**config.mk**
```make
export PLATFORM = sky130hd
export DESIGN_NAME = led_matrix_scan
export DESIGN_NICKNAME = d
export VERILOG_FILES = /design/src/rtl/led_matrix_scan.sv
export SDC_FILE = /design/constraint.sdc
export NUM_CORES = 1
export LEC_CHECK = 0
export BUFFER_PORTS_ARGS = -buffer_cell sky130_fd_sc_hd__buf_2
export CAP_MARGIN = 20
export CORE_MARGIN = 3
export CORE_UTILIZATION = 67
export DETAILED_ROUTE_END_ITERATION = 8
export GPL_ROUTABILITY_DRIVEN = 0
export HOLD_SLACK_MARGIN = 0.1
export PLACE_DENSITY = 0.84
export SYNTH_ARGS = -nofsm -noshare
export SYNTH_HDL_FRONTEND = slang
export SYNTH_SLANG_ARGS = --single-unit
export TNS_END_PERCENT = 100
```
**constraint.sdc**
```tcl
create_clock -name kclk -period 6.5 [get_ports kclk]
set_input_delay 1.3 -clock kclk [delete_from_list [all_inputs] [get_ports kclk]]
set_output_delay 1.3 -clock kclk [all_outputs]
set_load 0.03 [all_outputs]
```
**src/rtl/led_matrix_scan.sv**
```systemverilog
// RGB LED matrix row-scan driver: per-channel PWM, double-buffered frame store.
// Optional anti-ghosting blank phase per row: define LED_SCAN_BLANK_EN.
module led_matrix_scan #(
  parameter int ROWS     = 8,
  parameter int COLS     = 8,
  parameter int PWM_BITS = 2,
  localparam int RW = $clog2(ROWS),
  localparam int CW = (COLS > 1) ? $clog2(COLS) : 1,
  localparam int PW = 3 * PWM_BITS
) (
  input  logic            kclk,
  input  logic            rst,
  input  logic            enable,
  input  logic            wr_en,
  input  logic [RW-1:0]   wr_row,
  input  logic [CW-1:0]   wr_col,
  input  logic [PW-1:0]   wr_data,
  input  logic            swap_req,
  output logic            swap_ack,
  output logic            frame_start,
  output logic [COLS-1:0] R,
  output logic [COLS-1:0] G,
  output logic [COLS-1:0] B,
  output logic [RW:0]     sele
);

  localparam int NSLOT = (1 << PWM_BITS) - 1;
`ifdef LED_SCAN_BLANK_EN
  localparam int NPH = NSLOT + 1;
`else
  localparam int NPH = NSLOT;
`endif
  localparam logic [PWM_BITS-1:0] PH_FIRST = '0;
  localparam logic [PWM_BITS-1:0] PH_LAST  = PWM_BITS'(NPH - 1);
  localparam logic [RW-1:0]       ROW_LAST = RW'(ROWS - 1);

  logic [PW-1:0]       buf_mem [2][ROWS][COLS];
  logic                front;
  logic [RW-1:0]       row;
  logic [PWM_BITS-1:0] phase;
  logic                at_last;
  logic                wrap;
  logic                wr_ok;
  logic                blank;
  logic [PWM_BITS-1:0] slot;
  logic [COLS-1:0]     r_nxt;
  logic [COLS-1:0]     g_nxt;
  logic [COLS-1:0]     b_nxt;
  logic [PW-1:0]       pix;

  assign at_last = (phase == PH_LAST);
  assign wrap    = at_last && (row == ROW_LAST);
  assign wr_ok   = wr_en && (32'(wr_row) < 32'(ROWS)) && (32'(wr_col) < 32'(COLS));

  // Back buffer is ~front sampled before the edge, so a write on the swap
  // edge lands in the buffer that becomes the new front.
  always_ff @(posedge kclk) begin
    if (wr_ok) buf_mem[~front][wr_row][wr_col] <= wr_data;
  end

  always_ff @(posedge kclk or posedge rst) begin
    if (rst) begin
      row   <= '0;
      phase <= PH_FIRST;
      front <= 1'b0;
    end else begin
      if (at_last) begin
        phase <= PH_FIRST;
        row   <= wrap ? '0 : row + RW'(1);
      end else begin
        phase <= phase + PWM_BITS'(1);
      end
      if (wrap && swap_req) front <= ~front;
    end
  end

`ifdef LED_SCAN_BLANK_EN
  assign blank = (phase == PH_FIRST);
  assign slot  = phase - PWM_BITS'(1);
`else
  assign blank = 1'b0;
  assign slot  = phase;
`endif

  always_comb begin
    r_nxt = '0;
    g_nxt = '0;
    b_nxt = '0;
    pix   = '0;
    for (int unsigned c = 0; c < COLS; c++) begin
      pix      = buf_mem[front][row][c];
      r_nxt[c] = pix[PW-1 -: PWM_BITS] > slot;
      g_nxt[c] = pix[2*PWM_BITS-1 -: PWM_BITS] > slot;
      b_nxt[c] = pix[PWM_BITS-1:0] > slot;
    end
  end

  always_ff @(posedge kclk or posedge rst) begin
    if (rst) begin
      R           <= '0;
      G           <= '0;
      B           <= '0;
      sele        <= '0;
      swap_ack    <= 1'b0;
      frame_start <= 1'b0;
    end else begin
      R           <= (enable && !blank) ? r_nxt : '0;
      G           <= (enable && !blank) ? g_nxt : '0;
      B           <= (enable && !blank) ? b_nxt : '0;
      sele        <= {enable, row};
      swap_ack    <= wrap && swap_req;
      frame_start <= (row == '0) && (phase == PH_FIRST);
    end
  end

endmodule

```
## Word-level counts from Yosys, hierarchy flattened

Memories as Yosys holds them, arrays and structs flattened.
Index checks and enable logic that the tools add are counted.
Widths: inputs -> output; s select.

- Output and inout bits: 30
- Word-level logic and storage cells: 68
- Latch bits: 0
- Input bits: 17
- Memory bits (read-only): 0
- Flip-flop bits (word level): 36
- Memories: 1
- Memory bits (writable): 768

Memory list:

| name | words | width | read ports | clocked after Yosys merged registers in | write ports | line | source |
|---|---|---|---|---|---|---|---|
| buf_mem | 2 | 384 | 1 | 0 | 1 | 37 | `logic [PW-1:0] buf_mem [2][ROWS][COLS];` |

- $add $sub $neg: 2
- Div/mod/pow operators: 0
- Multiply operators: 0
- Magnitude comparators: 29
- Bitwise logic cells: 4
- Mux-type cells: 14
- Shifts and indexed selects: 0
- Reduce and logical (&&, ||, !) cells: 7
- Eq/ne operators: 2

Operators by type and width:

| cell | number |
|---|---|
| $mux 384 | 1 |
| $bmux 48 s3 | 1 |
| $demux 48 s3 | 1 |
| $mux 48 | 3 |
| $gt 2x2->1 | 24 |
| $mux 8 | 3 |
| $demux 6 s3 | 1 |
| $ge 4x4->1 const B | 3 |
| $not 3->4 | 3 |
| $lt 4x1->1 const B | 2 |
| $mux 6 | 1 |
| $logic_and 1x1->1 | 5 |
| $add 3x1->3 const B | 1 |
| $eq 3x3->1 const B | 1 |
| $logic_not 3->1 | 1 |
| $mux 3 | 1 |
| $add 2x1->2 const B | 1 |
| $eq 2x2->1 const B | 1 |
| $logic_not 2->1 | 1 |
| $mux 2 | 1 |
| $mux 1 | 1 |
| $not 1->1 | 1 |

## Longest topological paths before layout

- Word-level depth: 8
- Gate-level depth with buffers: 10

## Least setup slack after synthesis

Ideal clock, no wire load.

- Path kind: input port to flip-flop
- Start: input wr_col[1]
- End: memory buf_mem[1][78] in the netlist's numbering (enable)
- Path slack: 3.585 ns
- Buffers on the path: 1
- Library setup time: 0.386 ns
- Data required time: 6.114 ns
- Cell stages on the path: 4
- Arrival time: 2.530 ns
- Path through: clkbuf_1 > nor2b_1 > nand2_1 > nor4_1

- Cells in the longest elaborated chain, start to end: 8
- Elaborated cells between the ends (all ways): 9
- Classes of those cells: order compare (2); mux (5); bitwise (1); reduce/logical (1)

Ends and longest elaborated chain:

| element | line | source |
|---|---|---|
| from (decl) | 16 | `input logic [CW-1:0] wr_col,` |
| $not 3->4 * | 58 | `if (wr_ok) buf_mem[~front][wr_row][wr_col] <= wr_data;` |
| $ge 4x4->1 (not written as such) / $lt 4x1->1 (equally long branches) | 58 |  |
| $logic_and 1x1->1 (not written as such) | 58 |  |
| $mux 6 (not written as such) | 58 |  |
| $demux 6 s3 * | 58 |  |
| $mux 48 (not written as such) * | 58 |  |
| $demux 48 s3 * | 58 |  |
| $mux 384 (not written as such) * | 58 |  |
| to (decl) | 37 |  |

Mark *: on every way between the ends. The rest lies on a longest branch, timed or not.

## Worst setup path in the final report

- Start: register front
- End: register R[6]

- Cells in the longest elaborated chain, start to end: 6

Ends and longest elaborated chain:

| element | line | source |
|---|---|---|
| from (decl) | 38 | `logic front;` |
| from (signal assigned) | 73 | `if (wrap && swap_req) front <= ~front;` |
| $mem_v2 2x384 | - |  |
| $bmux 48 s3 | 91 | `pix = buf_mem[front][row][c];` |
| $mux 48 (2 in a row) | - |  |
| $gt 2x2->1 | 92 | `r_nxt[c] = pix[PW-1 -: PWM_BITS] > slot;` |
| $mux 8 | 107 | `R <= (enable && !blank) ? r_nxt : '0;` |
| to (signal assigned) | 107 |  |
| to (decl) | 21 | `output logic [COLS-1:0] R,` |

Every way passes these cells. The select of a mux whose other input is x is not followed.
A chain may end at the register's enable or synchronous reset.

==> out/metrics.csv <==
stage,metric,value,unit
outcome,status,completed,
synthesis,synth_area_leader_cell,edfxtp_1,
route,wl_per_cell,33.6,µm
synthesis,post_synth_instance_area,31600,µm²
critical_path,startpoint_type,register,
clock_tree,cts_tree,yes,
timing,setup_tns,0,ns
critical_path,cp.required,7.05,ns
global_routing,antenna_found_initial,6,
die,io_pins,47,
pwr,max-vdd-ir-drop,0.287,mV
place,dp.cells,2178,
pwr,power_density,308,nW/µm²
clock_tree,ctsHoldBuffers,0,
timing,finalHoldViolations,0,
pwr,p_leak,11.3,nW
timing,skew,0.0231,ns
global_routing,grt_overflow,0,
timing,fin_crit,3.89,ns
final_layout,finalNetCount,1727,
synthesis,synth_area_per_cell,19.9,µm²
place,dp_hpwl,41300,µm
clock_tree,cts_buffers,78,
synthesis,yosysWarningCount,0,
clock_tree,root_buffer,clkbuf_16,
critical_path,critPathMaxFanout,51,
timing,tightest_slew,1.09,ns
route,vias,16706,
global_routing,grt_util_all_layers,32.5,%
global_routing,met1_usage,44.9,%
synthesis,synthFlopType,edfxtp_1,
critical_path,worstReg2RegEnd,R[6]$_DFF_PP0_,
timing,rsz0062_at_grt,no,
worst_hold_path,hold_path_end,phase[0]$_DFF_PP0_,
synthesis,synth_enable_flop_cells,768,
place,place_ws,2.59,ns
global_routing,grt-busiest-layer,met2,
final_layout,final_common_cell,edfxtp_1,
global_routing,grt_pass1_vias,17278,
critical_path,cp.arrival,4.43,ns
synthesis,synth-seq-cells,804,
final_layout,final_cell_mix,"edfxtp_1, mux4_2, nor2_1",
critical_path,worst-setup-path-type,reg -> reg,
synthesis,synth_area_leaders,"edfxtp_1, mux4_2, dfrtp_1, nor2_1, ha_1",
die,die_y,223,µm
synthesis,async_reset_ff_share,4.48,%
route,route.detailed.drc,0,
synthesis,synthCells,1588,
global_routing,grt_max_degree,117,
critical_path,r2r_cells,9,
route,drt_wl_total,78100,µm
final_layout,fin_util,76.1,%
synthesis,yosysSeqAreaShare,75.8,%
critical_path,endpoint_kind,register,
die,row_count,78,
route,drt_iter0_markers,2591,
place,portBuffers,46,
die,dieArea,49800,µm²
die,initial_core_util,68.8,%
synthesis,synth_top_cell_area_share,72.9,%
global_routing,met3_usage,8.01,%
timing,fmax,0.257,GHz
clock_tree,post_cts_resize_count,0,
timing,setup-violations-final,0,
final_layout,syn_to_final_growth,10.6,%
synthesis,syn_nets,1656,
timing,maxSlewViolCount,0,
final_layout,drive_above_1_share,21.5,%
route,drtPass1Iterations,6,
synthesis,ys_types,31,
place,placed_area,32400,µm²
final_layout,stdcell_count,2321,
clock_tree,clock-sinks,804,
die,core_region_area,46000,µm²
die,die_x,223,µm
final_layout,design_area,35000,µm²
worst_hold_path,holdPathStages,1,
clock_tree,h-tree-depth,3,
critical_path,r2r-start,front$_DFFE_PP0P_,
timing,finalWorstSetupSlack,2.61,ns
worst_hold_path,hp-start,phase[1]$_DFF_PP0_,
worst_hold_path,hp-class,reg -> reg,
clock_tree,clockBufferDepth,3,
clock_tree,clkTransAtPathRegs,0.06,ns
route,drtAntennaViolNets,0,
critical_path,ff2ff_setup_slack,2.61,ns
global_routing,grt_pass1_wl,117000,µm
clock_tree,clock_latency,0.63,ns
timing,slew_headroom,27.2,%
timing,min_period_over_period,59.8,%
run,cap_violations,0,
final_layout,nFillCells,2275,
route,drt-vias-per-instance,7.20,
global_routing,use_met2,51.7,%
clock_tree,cts_setup_buffers,0,
==> layer usage <==
layer	routed length, µm	vias to the layer above
met5	52	-
met4	3170	10
met3	9470	247
met2	38500	1374
met1	26900	8506
li1	-	6569
==> per-stage QoR <==
stage,power (mW),hold slack (ns)
after global routing,11.0,0.578
final,10.8,0.524
after floorplan,6.14,0.375
after CTS,10.8,0.527
after global placement,6.30,0.499
after detailed placement,6.31,0.515
==> kinds of logic after synthesis <==
| group | synth area share (%) |
|---|---|
| compound gates | 2.90 |
| simple gates | 4.06 |
| xor+xnor | 0.0277 |
| fa+ha+maj | 2.02 |
| flops | 75.8 |
| buf+inv | 1.51 |
| mux | 13.7 |
==> registers in the layout, indices dropped and copies added, names as in the netlist <==
register and flops:
G 8, phase 2, frame_start 1, front 1, R 8, B 8
buf_mem 768, sele 4, swap_ack 1, row 3
==> worst max-delay path, stage by stage (launching register included) <==
cell	delay, ns
dfrtp_4	1.03
buf_4	0.62
buf_4	0.56
mux4_2	0.56
a22o_1	0.27
nor2_1	0.12
ha_1	0.26
nand2_1	0.08
nand2_1	0.07
nor2_1	0.19
==> synthesized netlist by cell type (all sizes together), types with 2 or more instances <==
library cell and n:
clkbuf 39, nor4 2, o21ai 2, nor2 174, nand3 10, a22oi 48
nor3 5, buf 37, nand2b 5, edfxtp 768, nand4 3, dfrtp 36
ha 51, mux4 192, nor4b 2, a22o 48, nand2 94, a21oi 24
nor2b 11, nand4b 2, inv 28
==> worst max path at each step <==
stage	endpoint	cells after the start	slack, ns	from
2_1_floorplan	buf_mem[1][78]$_DFFE_PP_	4	3.58	wr_col[1]
3_3_place_gp	buf_mem[0][107]$_DFFE_PP_	4	2.67	wr_row[2]
3_5_place_dp	buf_mem[0][56]$_DFFE_PP_	4	2.59	wr_en
4_1_cts	R[6]$_DFF_PP0_	9	2.56	front$_DFFE_PP0P_
5_1_grt	R[6]$_DFF_PP0_	9	2.33	front$_DFFE_PP0P_
6_report	R[6]$_DFF_PP0_	9	2.61	front$_DFFE_PP0P_
==> report_power, final <==
group          internal, mW  switching, mW
clock                  2.64           1.92
combinational         0.192          0.304
sequential             5.70         0.0265
==> final cells by class <==
class                   count  area (µm²)  area share, %
flip-flops and latches    804       24000           68.5
multi-input cells         680        7200           20.6
clock buffers              99        2050           5.87
well taps                 600         751           2.15
clock inverters            42         468           1.34
repair buffers             67         423           1.21
inverters                  28         105          0.301
diodes                      1        2.50        0.00716
(Power assumes the default switching activity.)
